<file path="src/rtl/result_mux_reg.sv">
// result_mux_reg: registered channel-select mux with valid/ready handshake,
// CNVZ status register, sticky overflow/select-error bits and a saturating transfer count.
module result_mux_reg #(
    parameter int WIDTH = 8,
    parameter int NCH = 3,
    localparam int SELW = ($clog2(NCH) > 1) ? $clog2(NCH) : 1
) (
    input  logic                 CLK,
    input  logic                 RST_N,
    input  logic                 IN_VALID,
    output logic                 IN_READY,
    input  logic [SELW-1:0]      SEL,
    input  logic [NCH*WIDTH-1:0] DATA_IN,
    input  logic [NCH*4-1:0]     CNVZ_IN,
    input  logic                 FLAG_WE,
    input  logic                 CLR_STICKY,
    output logic                 OUT_VALID,
    input  logic                 OUT_READY,
    output logic [WIDTH-1:0]     DOUT,
    output logic                 C,
    output logic                 N,
    output logic                 V,
    output logic                 Z,
    output logic                 STICKY_V,
    output logic                 SEL_ERR,
    output logic [7:0]           XFER_CNT
);
    logic             accept, sel_oob;
    logic [WIDTH-1:0] data_sel, dout_d, dout_q;
    logic [3:0]       flag_sel, flags_d, flags_q;
    logic             valid_d, valid_q, sticky_d, sticky_q, err_d, err_q;
    logic [7:0]       cnt_d, cnt_q;

    assign IN_READY = !valid_q || OUT_READY;
    assign accept   = IN_VALID && IN_READY;
    assign sel_oob  = 32'(SEL) >= NCH;

    // Any SEL without a matching channel falls through to the last channel.
    always_comb begin
        data_sel = DATA_IN[(NCH-1)*WIDTH +: WIDTH];
        flag_sel = CNVZ_IN[(NCH-1)*4 +: 4];
        for (int k = 0; k < NCH - 1; k++) begin
            if (32'(SEL) == k) begin
                data_sel = DATA_IN[k*WIDTH +: WIDTH];
                flag_sel = CNVZ_IN[k*4 +: 4];
            end
        end
    end

    always_comb begin
        valid_d  = accept ? 1'b1 : (OUT_READY ? 1'b0 : valid_q);
        dout_d   = accept ? data_sel : dout_q;
        flags_d  = (accept && FLAG_WE) ? flag_sel : flags_q;
        sticky_d = CLR_STICKY ? 1'b0 : (sticky_q || (accept && FLAG_WE && flag_sel[2]));
        err_d    = CLR_STICKY ? 1'b0 : (err_q || (accept && sel_oob));
        cnt_d    = (accept && cnt_q != 8'hFF) ? cnt_q + 8'd1 : cnt_q;
    end

    always_ff @(posedge CLK or negedge RST_N) begin
        if (!RST_N) begin
            valid_q  <= 1'b0;
            dout_q   <= '0;
            flags_q  <= '0;
            sticky_q <= 1'b0;
            err_q    <= 1'b0;
            cnt_q    <= '0;
        end else begin
            valid_q  <= valid_d;
            dout_q   <= dout_d;
            flags_q  <= flags_d;
            sticky_q <= sticky_d;
            err_q    <= err_d;
            cnt_q    <= cnt_d;
        end
    end

    assign OUT_VALID    = valid_q;
    assign DOUT         = dout_q;
    assign {Z, V, N, C} = flags_q;
    assign STICKY_V     = sticky_q;
    assign SEL_ERR      = err_q;
    assign XFER_CNT     = cnt_q;
endmodule

</file>
<file path="config.mk">
export PLATFORM = sky130hd
export DESIGN_NAME = result_mux_reg
export DESIGN_NICKNAME = d
export VERILOG_FILES = /design/src/rtl/result_mux_reg.sv
export SDC_FILE = /design/constraint.sdc
export NUM_CORES = 1
export LEC_CHECK = 0
export ABC_AREA = 1
export CAP_MARGIN = 5
export CORE_ASPECT_RATIO = 0.7
export CORE_MARGIN = 2
export CORE_UTILIZATION = 40
export DETAILED_ROUTE_END_ITERATION = 16
export PLACE_DENSITY_LB_ADDON = 0.25
export SLEW_MARGIN = 10
export SYNTH_ARGS = -nofsm -noshare
export SYNTH_HDL_FRONTEND = slang
export SYNTH_SLANG_ARGS = --single-unit
</file>
<file path="constraint.sdc">
create_clock -name CLK -period 1.45 [get_ports CLK]
set_input_delay 0.2175 -clock CLK [delete_from_list [all_inputs] [get_ports CLK]]
set_output_delay 0.2175 -clock CLK [all_outputs]
set_load 0.005 [all_outputs]
</file>
==> results of run 1 <==
-- through the flow --
step                      instances  cell area [um^2]  hold slack [ns]
final                           291              2260            0.309
after global routing            291              2260            0.339
after CTS                       285              2210            0.316
after detailed placement        279              2140            0.470
after global placement          279              2140            0.475
after floorplan                 160              1390          -0.0781
-- logic make-up after synthesis --
family                     synth area share
xor gates and xnor gates             0.0307
DFF                                   0.415
AOI/OAI and AO/OA                     0.169
buffers and inverters                0.0721
adders and majority gates           0.00902
and+or+nand+nor                       0.305
-- path summary, 6_finish.rpt --
check / start / endpoint / slack (ns) / cells past startpoint
max: XFER_CNT[1] / XFER_CNT[1] / 0.05 / 1
min: RST_N / XFER_CNT[6] / 0.31 / 2
max reg2reg: XFER_CNT[1] / XFER_CNT[7] / 0.13 / 8
min reg2reg: flags_q[1] / flags_q[1] / 0.50 / 2
max in group asynchronous: RST_N / XFER_CNT[5] / 0.88 / 2
min in group CLK: flags_q[1] / flags_q[1] / 0.50 / 2
-- layer usage --
| metal | share of wire | track usage |
|---|---|---|
| met1 | 0.48 | 0.280 |
| met2 | 0.42 | 0.322 |
| met3 | 0.091 | 0.0571 |
| met4 | 0.0038 | 0.0476 |
| met5 | 0 | 0 |
-- where the power goes --
part / internal [W] / switching (W)
registers: 0.000775 / 0.000102
clock network: 0.000196 / 0.000201
logic: 0.000585 / 0.000386
-- flip-flops by register name (all words and copies together) (netlist names) --
register,cells
DOUT,8
OUT_VALID,1
SEL_ERR,1
STICKY_V,1
XFER_CNT,8
flags_q,4
-- area by class of cell --
cell class | instances | area (um^2) | share of cell area
flip-flops and latches | 23 | 579 | 0.256
clock buffers | 4 | 45.0 | 0.0199
inverters | 12 | 51.3 | 0.0227
repair buffers | 85 | 810 | 0.358
multi-input cells | 120 | 717 | 0.317
well taps | 47 | 58.8 | 0.0260
-- cell usage after synthesis --
master	number
a21oi_2	9
buf_6	3
o21ai_0	2
nand3_2	2
nand2_8	1
nand3_1	5
inv_1	8
inv_2	2
nor2_2	4
nand3b_1	2
ha_1	1
xor2_1	1
nor2_8	1
a22oi_2	8
nor2_1	12
clkinv_2	1
dfrtp_1	23
nand2_1	53
a21oi_1	9
nand2_2	5
xor2_2	1
inv_6	1
nand2_4	2
xnor2_1	2
buf_4	2
-- timing repair --
item                                    4_1_cts  5_1_grt
resized for setup                             5        2
setup buffers                                 2        6
endpoints found under the setup margin        7        7
==> metrics.txt, run 1 <==
FF+latch count, synth=23; PwrDens=a little under 1000 nW/um^2; Syn Nets=205; Final Critical Period=between 1 and 1.5 ns; number of max-cap violations=0; CP Max Fanout=4; drt pass-1 iters=4; Critical Path AT=between 1 and 1.5 ns; # clock sinks=23; worst path required time=1.23 ns; layout cells sized above 1=0.250; # IOs=68; gate count of the mapped netlist=between 150 and 200; commonest non-fill, non-tap cells in the layout=clkdlybuf4s50_1 (64), nand2_1 (53), dfrtp_1 (20), buf_4 (18), nor2_1 (12); relative slew slack=0.697; leading area contributor after synthesis=dfrtp_1; vias in the first global route=about 1300; Die Wd=between 70 and 80 um; drt drc=0; area grow syn2layout=62.9%; Fmax=717 MHz; initial antenna violation count=0; Power Total=~0.0022 W; antenna viol nets, final=0; full die area=around 4000 um^2; crit path kind=flip-flop to output port; CTS tree=built; family with the most delay on the worst path=buffers and inverters; final worst path period share=0.962; PortBufs=67; status=finished, final reports clean; Area contributors post-synth=dfrtp_1 (41%), nand2_1 (14%), a22oi_2 (7.2%); most common cell after layout, fill and taps aside=clkdlybuf4s50_1; YS warnings=0; CP Cell Sequence=clkdlybuf4s50_1; top-area cell type share of the netlist area=0.415; DP HPWL=2.85 mm; CP startpoint kind=flip-flop; first-pass GRT wire length=between 5 and 6 mm; CORE AREA=3230 um^2; clock root buffer=clkbuf_8; Max IR drop VDD=~0.00065 V; ant diodes=0; GRT overflow=0; fill count=approximately 270; Hold Crit Class=primary input to asynchronous set/reset pin; Mean Syn Cell Area=8.67 um^2; Total Neg Setup Slack=0 ns; Place WS=-0.282 ns; Post-Syn Area=roughly 1400 um^2; Setup crit end kind=output port; Nets=just under 300; CTS HTree Levels=1; via-per-instance ratio=between 4 and 5; CTS Buf Count=3; Total Wirelength=between 3 and 4 mm; slowest CP cell=clkdlybuf4s50_1; largest net degree at the start of global routing=24; worst setup margin=about 0.055 ns; sequential fraction of the synthesis area=0.415; clock transition at the registers of the reported paths=0.08 ns; final hold viol count=0; Starting Density=0.429; Skew-Pair Late Insertion Delay=~0.26 ns; Worst path max stage delay=between 0.5 and 0.6 ns; GPL Wtd Cong=about 0.74; Total GRT Usage=0.204; Initial DRC Count=between 50 and 60; row count=17; clock skew=between 0.006 and 0.007 ns; Pins Over Slew Limit=0; Hold Buf Count CTS=0; wire per inst=around 13 um; fin util=0.699; CP Buf/Inv Count=1; die height=53.3 um; LEAKAGE=slightly above 1 nW; actual slew at the worst max-slew pin=0.453 ns; Max clock buf depth=2; Vias=between 1000 and 1500; Synth cell types=25; Finish-stage setup viols=0
No activity file was read; power rests on OpenSTA's default activity.
==> inputs of run 2 (changes only) <==
Settings changed: REMOVE_ABC_BUFFERS set to 1.
==> run 2 against run 1 <==
Critical path depth did not move. Largest power group unchanged. Highest routed layer unchanged. Routed wire length rose by 3.4%. Critical endpoint is now XFER_CNT[7]. Combinational power fell by 1%.
==> metrics.txt, run 2 (synthesis results as in run 1) <==
layout cells sized above 1=0.243; Max IR drop VDD=0.000837 V; full die area=between 3000 and 4000 um^2; GPL Wtd Cong=0.792; relative slew slack=0.691; Total Neg Setup Slack=0 ns; Starting Density=0.429; crit path kind=flip-flop to output port; Critical Path AT=1.18 ns; family with the most delay on the worst path=buffers and inverters; drt pass-1 iters=4; CTS Buf Count=3; RSZ-0062 raised after global routing=false; Finish-stage setup viols=0; Hold Crit Class=primary input to asynchronous set/reset pin; LEAKAGE=1.02 nW; antenna viol nets, final=0; fin area=2260 um^2; r2r worst-path depth=8; Skew-Pair Late Insertion Delay=about 0.26 ns; status=finished, final reports clean; hold slack=just under 0.3 ns; CTS HTree Levels=1; top routing layer in use=met4; R2R setup slack=around 0.13 ns; Place WS=-0.130 ns; placed cell count=~280; final hold viol count=0; wire per inst=roughly 13 um; PortBufs=67; first-pass GRT wire length=~6.3 mm; Hold Buf Count CTS=0; Pins Over Slew Limit=0; met3 wire len=around 220 um; Layout Cells excl Fill=290; Total Wirelength=~3.8 mm; # clock sinks=23; CP Cell Sequence=clkdlybuf4s50_1; Nets=289; placed cell areas=between 2000 and 2500 um^2; ant diodes=0; commonest non-fill, non-tap cells in the layout=clkdlybuf4s50_1 (64), nand2_1 (53), dfrtp_1 (22), buf_4 (16), nor2_1 (12); CTS tree=built; CORE AREA=around 3200 um^2; slowest CP cell=clkdlybuf4s50_1; Fmax=approximately 710 MHz; fill count=around 280; row count=17; Vias=1343; drt drc=0; PwrDens=984 nW/um^2; actual slew at the worst max-slew pin=0.464 ns; register area=between 500 and 600 um^2; initial antenna violation count=0; via-per-instance ratio=about 4.6; clock transition at the registers of the reported paths=approximately 0.080 ns; die height=approximately 53 um; DRT met1 WL=about 1.8 mm; vias in the first global route=1328; GRT overflow=0; worst path required time=1.23 ns; most common cell after layout, fill and taps aside=clkdlybuf4s50_1; DP HPWL=a little under 3 mm; CP startpoint kind=flip-flop; worst setup margin=between 0.04 and 0.05 ns; Worst path max stage delay=between 0.5 and 0.6 ns; Initial DRC Count=84; # IOs=just under 70; largest net degree at the start of global routing=24; Final Critical Period=1.40 ns; final worst path period share=0.967; Die Wd=around 74 um; CP Max Fanout=4; clock skew=about 0.0019 ns; Multi-input gate area=~710 um^2; clock root buffer=clkbuf_8; Levels on crit path=1; Max clock buf depth=2; CP Buf/Inv Count=1; routed wl met2=between 1.5 and 2 mm; Setup crit end kind=output port; area grow syn2layout=62.9%; Total GRT Usage=0.212; number of max-cap violations=0
==> run 2: cell types whose count changed in the layout (fill, tap and decap cells not counted), sizes merged <==
cell | previous run | this run
buf | 18 | 17
==> run 2: path summary, 6_finish.rpt <==
| kind | from | to |
|---|---|---|
| worst max-delay path | XFER_CNT[7] | XFER_CNT[7] |
| worst min-delay path | RST_N | flags_q[3] |
| worst max register to register | XFER_CNT[0] | XFER_CNT[3] |
| worst min register to register | flags_q[2] | flags_q[2] |
| max in group asynchronous | RST_N | XFER_CNT[2] |
| min in group CLK | flags_q[2] | flags_q[2] |
==> run 2: per-stage QoR <==
| stage | util | power (W) |
|---|---|---|
| 3_3_place_gp | 0.664 | 0.00173 |
| 2_1_floorplan | - | 0.00124 |
| 6_report | 0.699 | 0.00223 |
| 3_5_place_dp | 0.664 | 0.00175 |
| 5_1_grt | 0.699 | 0.00239 |
| 4_1_cts | 0.688 | 0.00219 |
==> run 2: what timing repair did <==
action,in CTS,in global routing
endpoints found under the setup margin,6,10
setup buffers,4,4
resized for setup,2,3
hold endpoints to repair,0,0
==> run 2: area by class of cell <==
class                   count  share of cell area
well taps                  47              0.0260
multi-input cells         120               0.316
flip-flops and latches     23               0.255
inverters                  12              0.0227
clock buffers               4              0.0199
repair buffers             84               0.360
==> run 2: where the power goes <==
part / leakage, nW / switching (W) / total (W) / internal, W
clock: 0.0228 / 0.000208 / 0.000404 / 0.000196
combinational: 0.715 / 0.000386 / 0.000957 / 0.000570
sequential: 0.283 / 0.0000928 / 0.000865 / 0.000772
total: 1.02 / 0.000687 / 0.00223 / 0.00154
==> run 2: metal layers <==
metal	GRT usage	vias to the layer above
met5	0	-
met4	0.0357	0
met3	0.0514	2
met2	0.348	37
met1	0.289	626
li1	-	678
==> RTL edit 1: new RTL, flow settings as in run 2 <==
`dout_q` no longer has a reset.
--- a/src/rtl/result_mux_reg.sv
+++ b/src/rtl/result_mux_reg.sv
@@ -59,19 +59,21 @@
     always_ff @(posedge CLK or negedge RST_N) begin
         if (!RST_N) begin
             valid_q  <= 1'b0;
-            dout_q   <= '0;
             flags_q  <= '0;
             sticky_q <= 1'b0;
             err_q    <= 1'b0;
             cnt_q    <= '0;
         end else begin
             valid_q  <= valid_d;
-            dout_q   <= dout_d;
             flags_q  <= flags_d;
             sticky_q <= sticky_d;
             err_q    <= err_d;
             cnt_q    <= cnt_d;
         end
+    end
+
+    always_ff @(posedge CLK) begin
+        dout_q <= dout_d;
     end
 
     assign OUT_VALID    = valid_q;
Formal check against the unedited RTL: not equivalent (Yosys sat finds a counterexample within 4 cycles, from zero or initial values and one cycle with RST_N low).
==> RTL edit 1 against run 2 <==
Area after synthesis fell by 8.4%. Cell area fell by 7.0%. Core utilization fell by 1.7 points. Wire length fell by 11%. Sequential cell count did not move. Via count fell by 2.8%. Largest power group is now sequential cells. Setup slack got worse by 12 ps. Power fell by 5.9%.
==> RTL edit 1: results <==
setup_path:
  arrival_ps: 1200
  cpPeakStageDelay_ps: 530
  slowest_stage: "clkdlybuf4s50_1"
grt:
  track_usage: 0.194
  grt_pass1_wl_um: 5470
  grt_use_met2: 0.349
  use_met1: 0.227
  antenna_found_initial: 0
  grt_start_max_net_pins: 16
  use_met3: 0.0631
  grt_pass1_vias: 1263
clocking:
  root_buffer: "clkbuf_8"
  clk_pin_slew_worst_paths_ps: 80
  numCtsBuffers: 3
  clk_latency_ps: 270
  max-clock-path-buffers: 2
  cts_hold_buf: 0
  htree_levels: 1
drt:
  highest_layer: "met4"
  dr_wl_met3_um: 241
  first_iter_violations: 79
  wire_per_inst_um: 12.5
  met2_length_um: 1700
  vias_per_cell: 4.83
  firstDrtPassIters: 4
  wl_met1_um: 1430
power:
  power.leakage_nw: 0.939
  switching_share: 0.300
  p_per_area_nw_per_um2: 995
  p_seq_uw: 879
  pwr-share-clk: 0.193
  vdd_drop_max_uv: 646
placed_design:
  io_buffers: 67
  place.gp.congestion: 0.795
  dp_cells: 258
  place_ws_ps: -129
  dp_hpwl_um: 2540
  placed_cell_area_um2: 2000
logic_synthesis:
  synth.area.top_cells: "dfrtp_1 (30%), nand2_1 (20%), edfxtp_1 (19%)"
  postSynthCellCount: 152
  muxShareOfSynthArea: 0
  synth_compound_area_frac: 0.0354
  async_flop_share: 0.652
  synth_edf_count: 8
  ys_seq_area_frac: 0.484
  synth_adder_area_share: 0.00984
  synth_xor_area_frac: 0.0335
  ys_warn_count: 0
  synth.distinct_cells: 24
  synth_commonest_cells: "nand2_1 (69), dfrtp_1 (15), nand3_1 (14), edfxtp_1 (8), inv_1 (8)"
timing:
  slew_viol_final: 0
  max_slew_margin: 0.797
  fin_worst_skew_ps: 5.35
finish:
  nets: 278
  fillCellCount: 240
  drive_gt1_frac: 0.142
  n_antenna_cell: 0
  final_cells: 270
outcome:
  status: "finished clean"
hold_path:
  hold_class: "in -> async"
==> RTL edit 1: changes by cell type after synthesis, moves of 8 or more <==
cell and change:
a21oi_2 -9, a22oi_2 -8, dfrtp_1 -8, edfxtp_1 +8
nand2_1 +16, nand3_1 +9, nor2_1 -8
==> RTL edit 1: worst register-to-register path, cell delays in order (launching register included) <==
cell     delay, ps
dfrtp_1        410
ha_1           250
nand2_2         80
nor2_4         110
nand2_4         80
nand2_8        100
inv_4           50
nand2_1         50
nand2_1         50
==> RTL edit 1: area by class of cell <==
cell class,instances,area [um^2],area share
timing repair buffer,80,769,0.366
tap,38,47.5,0.0226
multi-input combinational,112,571,0.271
clock buffer,4,45.0,0.0214
sequential,23,617,0.293
inverter,13,53.8,0.0256
==> RTL edit 1: logic make-up (layout without fill, tap and decap cells) <==
group	Yosys count	count (layout)
compound gates	7	7
simple gates	100	100
xor+xnor	4	4
flops	23	23
buf+inv	17	97
fa+ha+maj	1	1
==> RTL edit 1: timing repair <==
item,4_1_cts,5_1_grt
setup buffers,1,7
gates resized for setup,2,1
endpoints found under the setup margin,3,6
==> RTL edit 1: final timing paths <==
path                                            to  depth (start not counted)               startpoint  slack, ps
setup / recovery                       XFER_CNT[7]                          1  XFER_CNT[7]$_DFFE_PN0P_         40
max in group asynchronous  XFER_CNT[2]$_DFFE_PN0P_                          2                    RST_N       1000
hold reg to reg             flags_q[2]$_DFFE_PN0P_                          2   flags_q[2]$_DFFE_PN0P_        480
setup reg to reg           XFER_CNT[1]$_DFFE_PN0P_                          8  XFER_CNT[1]$_DFFE_PN0P_        160
min in group CLK            flags_q[2]$_DFFE_PN0P_                          2   flags_q[2]$_DFFE_PN0P_        480
hold / removal             XFER_CNT[6]$_DFFE_PN0P_                          2                    RST_N        250
==> RTL edit 2: new RTL, settings of run 2 <==
Made on the original files. Change the parameter `WIDTH` from 8 to 12.
--- a/src/rtl/result_mux_reg.sv
+++ b/src/rtl/result_mux_reg.sv
@@ -1,7 +1,7 @@
 // result_mux_reg: registered channel-select mux with valid/ready handshake,
 // CNVZ status register, sticky overflow/select-error bits and a saturating transfer count.
 module result_mux_reg #(
-    parameter int WIDTH = 8,
+    parameter int WIDTH = 12,
     parameter int NCH = 3,
     localparam int SELW = ($clog2(NCH) > 1) ? $clog2(NCH) : 1
 ) (
Ports: changed (resized DATA_IN and DOUT); port bits go from 68 to 84. The function was not compared with the original's and may differ.
==> RTL edit 2 against run 2 <==
Area after synthesis increased by 12%. Cell area increased by 15%. Sequential cell count increased by 4. Power increased by 16%. Setup slack improved by 3.5 ps. Via count increased by 19%. Global-route usage decreased by 0.46 points. Count of clock-buffer cells in the layout decreased by 1. Wire length increased by 19%. Final cell count increased by 14%. Largest cell class unchanged.
==> RTL edit 2: results <==
outcome:
  status: "finished clean"
timing:
  period_needed_ps: 1400
  fin_worst_skew_ps: 6.81
  max_slew_margin: 0.752
logic_synthesis:
  synth.area.top_cells: "dfrtp_1 (43%), nand2_1 (13%), a21oi_2 (11%)"
  postSynthCellCount: 179
  ys_seq_area_frac: 0.433
  synth.distinct_cells: 26
  synth_xor_area_frac: 0.0273
  synth_compound_area_frac: 0.193
power:
  power.leakage_nw: 1.13
  vdd_drop_max_uv: 490
drt:
  postRouteWirelength_um: 4550
  vias_per_cell: 4.85
  first_iter_violations: 113
grt:
  grt_start_max_net_pins: 28
  track_usage: 0.208
  grt_pass1_wl_um: 7180
placed_design:
  io_buffers: 83
  dp_cells: 316
  place.gp.congestion: 0.778
  place_ws_ps: -99.8
  dp_hpwl_um: 3400
setup_path:
  crit_path_max_fanout: 2
clocking:
  clk_pin_slew_worst_paths_ps: 100
  clk_latency_ps: 280
-- RTL edit 2: how the worst max path moves through the flow --
stage / startpoint / to / slack, ps
global placement: OUT_READY / IN_READY / -70
global route: XFER_CNT[0]$_DFFE_PN0P_ / XFER_CNT[7]$_DFFE_PN0P_ / -4
detailed placement: SEL[1] / flags_q[0]$_DFFE_PN0P_ / -100
floorplan: XFER_CNT[0]$_DFFE_PN0P_ / XFER_CNT[3]$_DFFE_PN0P_ / 230
CTS: XFER_CNT[3]$_DFFE_PN0P_ / XFER_CNT[3] / 2
finish: DOUT[0]$_DFFE_PN0P_ / DOUT[0] / 50
-- RTL edit 2: stage by stage --
step           setup TNS (ps)  hold WS [ps]
2_1_floorplan               0         -78.1
3_3_place_gp             -597           474
3_5_place_dp            -1100           467
4_1_cts                     0           317
5_1_grt                 -6.86           342
6_report                    0           297
-- RTL edit 2: logic make-up after synthesis --
group	Yosys count
compound gates	39
xor+xnor	4
flops	27
buf+inv	17
fa+ha+maj	1
simple gates	91
-- RTL edit 2: timing repair --
item	CTS	global route
resized for setup	4	3
cloned	0	1
setup buffers	3	6
pin swaps	0	1
endpoints found under the setup margin	6	11
-- RTL edit 2: routing by layer --
metal / GRT usage / up-vias / wire length, um
met4: 0.0602 / 0 / 114
met1: 0.258 / 733 / 2010
li1: - / 792 / -
met2: 0.359 / 60 / 2180
met3: 0.0487 / 14 / 243
met5: 0 / - / 0
-- RTL edit 2: power by group through the flow --
stage	Clock (mW)	Sequential [mW]	Combinational [mW]
3_3_place_gp	0	1.04	0.972
4_1_cts	0.449	1.02	1.05
3_5_place_dp	0	1.04	0.992
5_1_grt	0.483	1.01	1.25
2_1_floorplan	0	1.05	0.365
6_report	0.447	0.998	1.15
-- RTL edit 2: final cells by class --
class	count	area, um^2	area share
inverter	11	46.3	0.0178
clock inverter	1	7.51	0.00288
tap	50	62.6	0.0240
timing repair buffer	102	986	0.379
sequential	27	678	0.260
multi-input combinational	136	782	0.300
clock buffer	3	41.3	0.0159
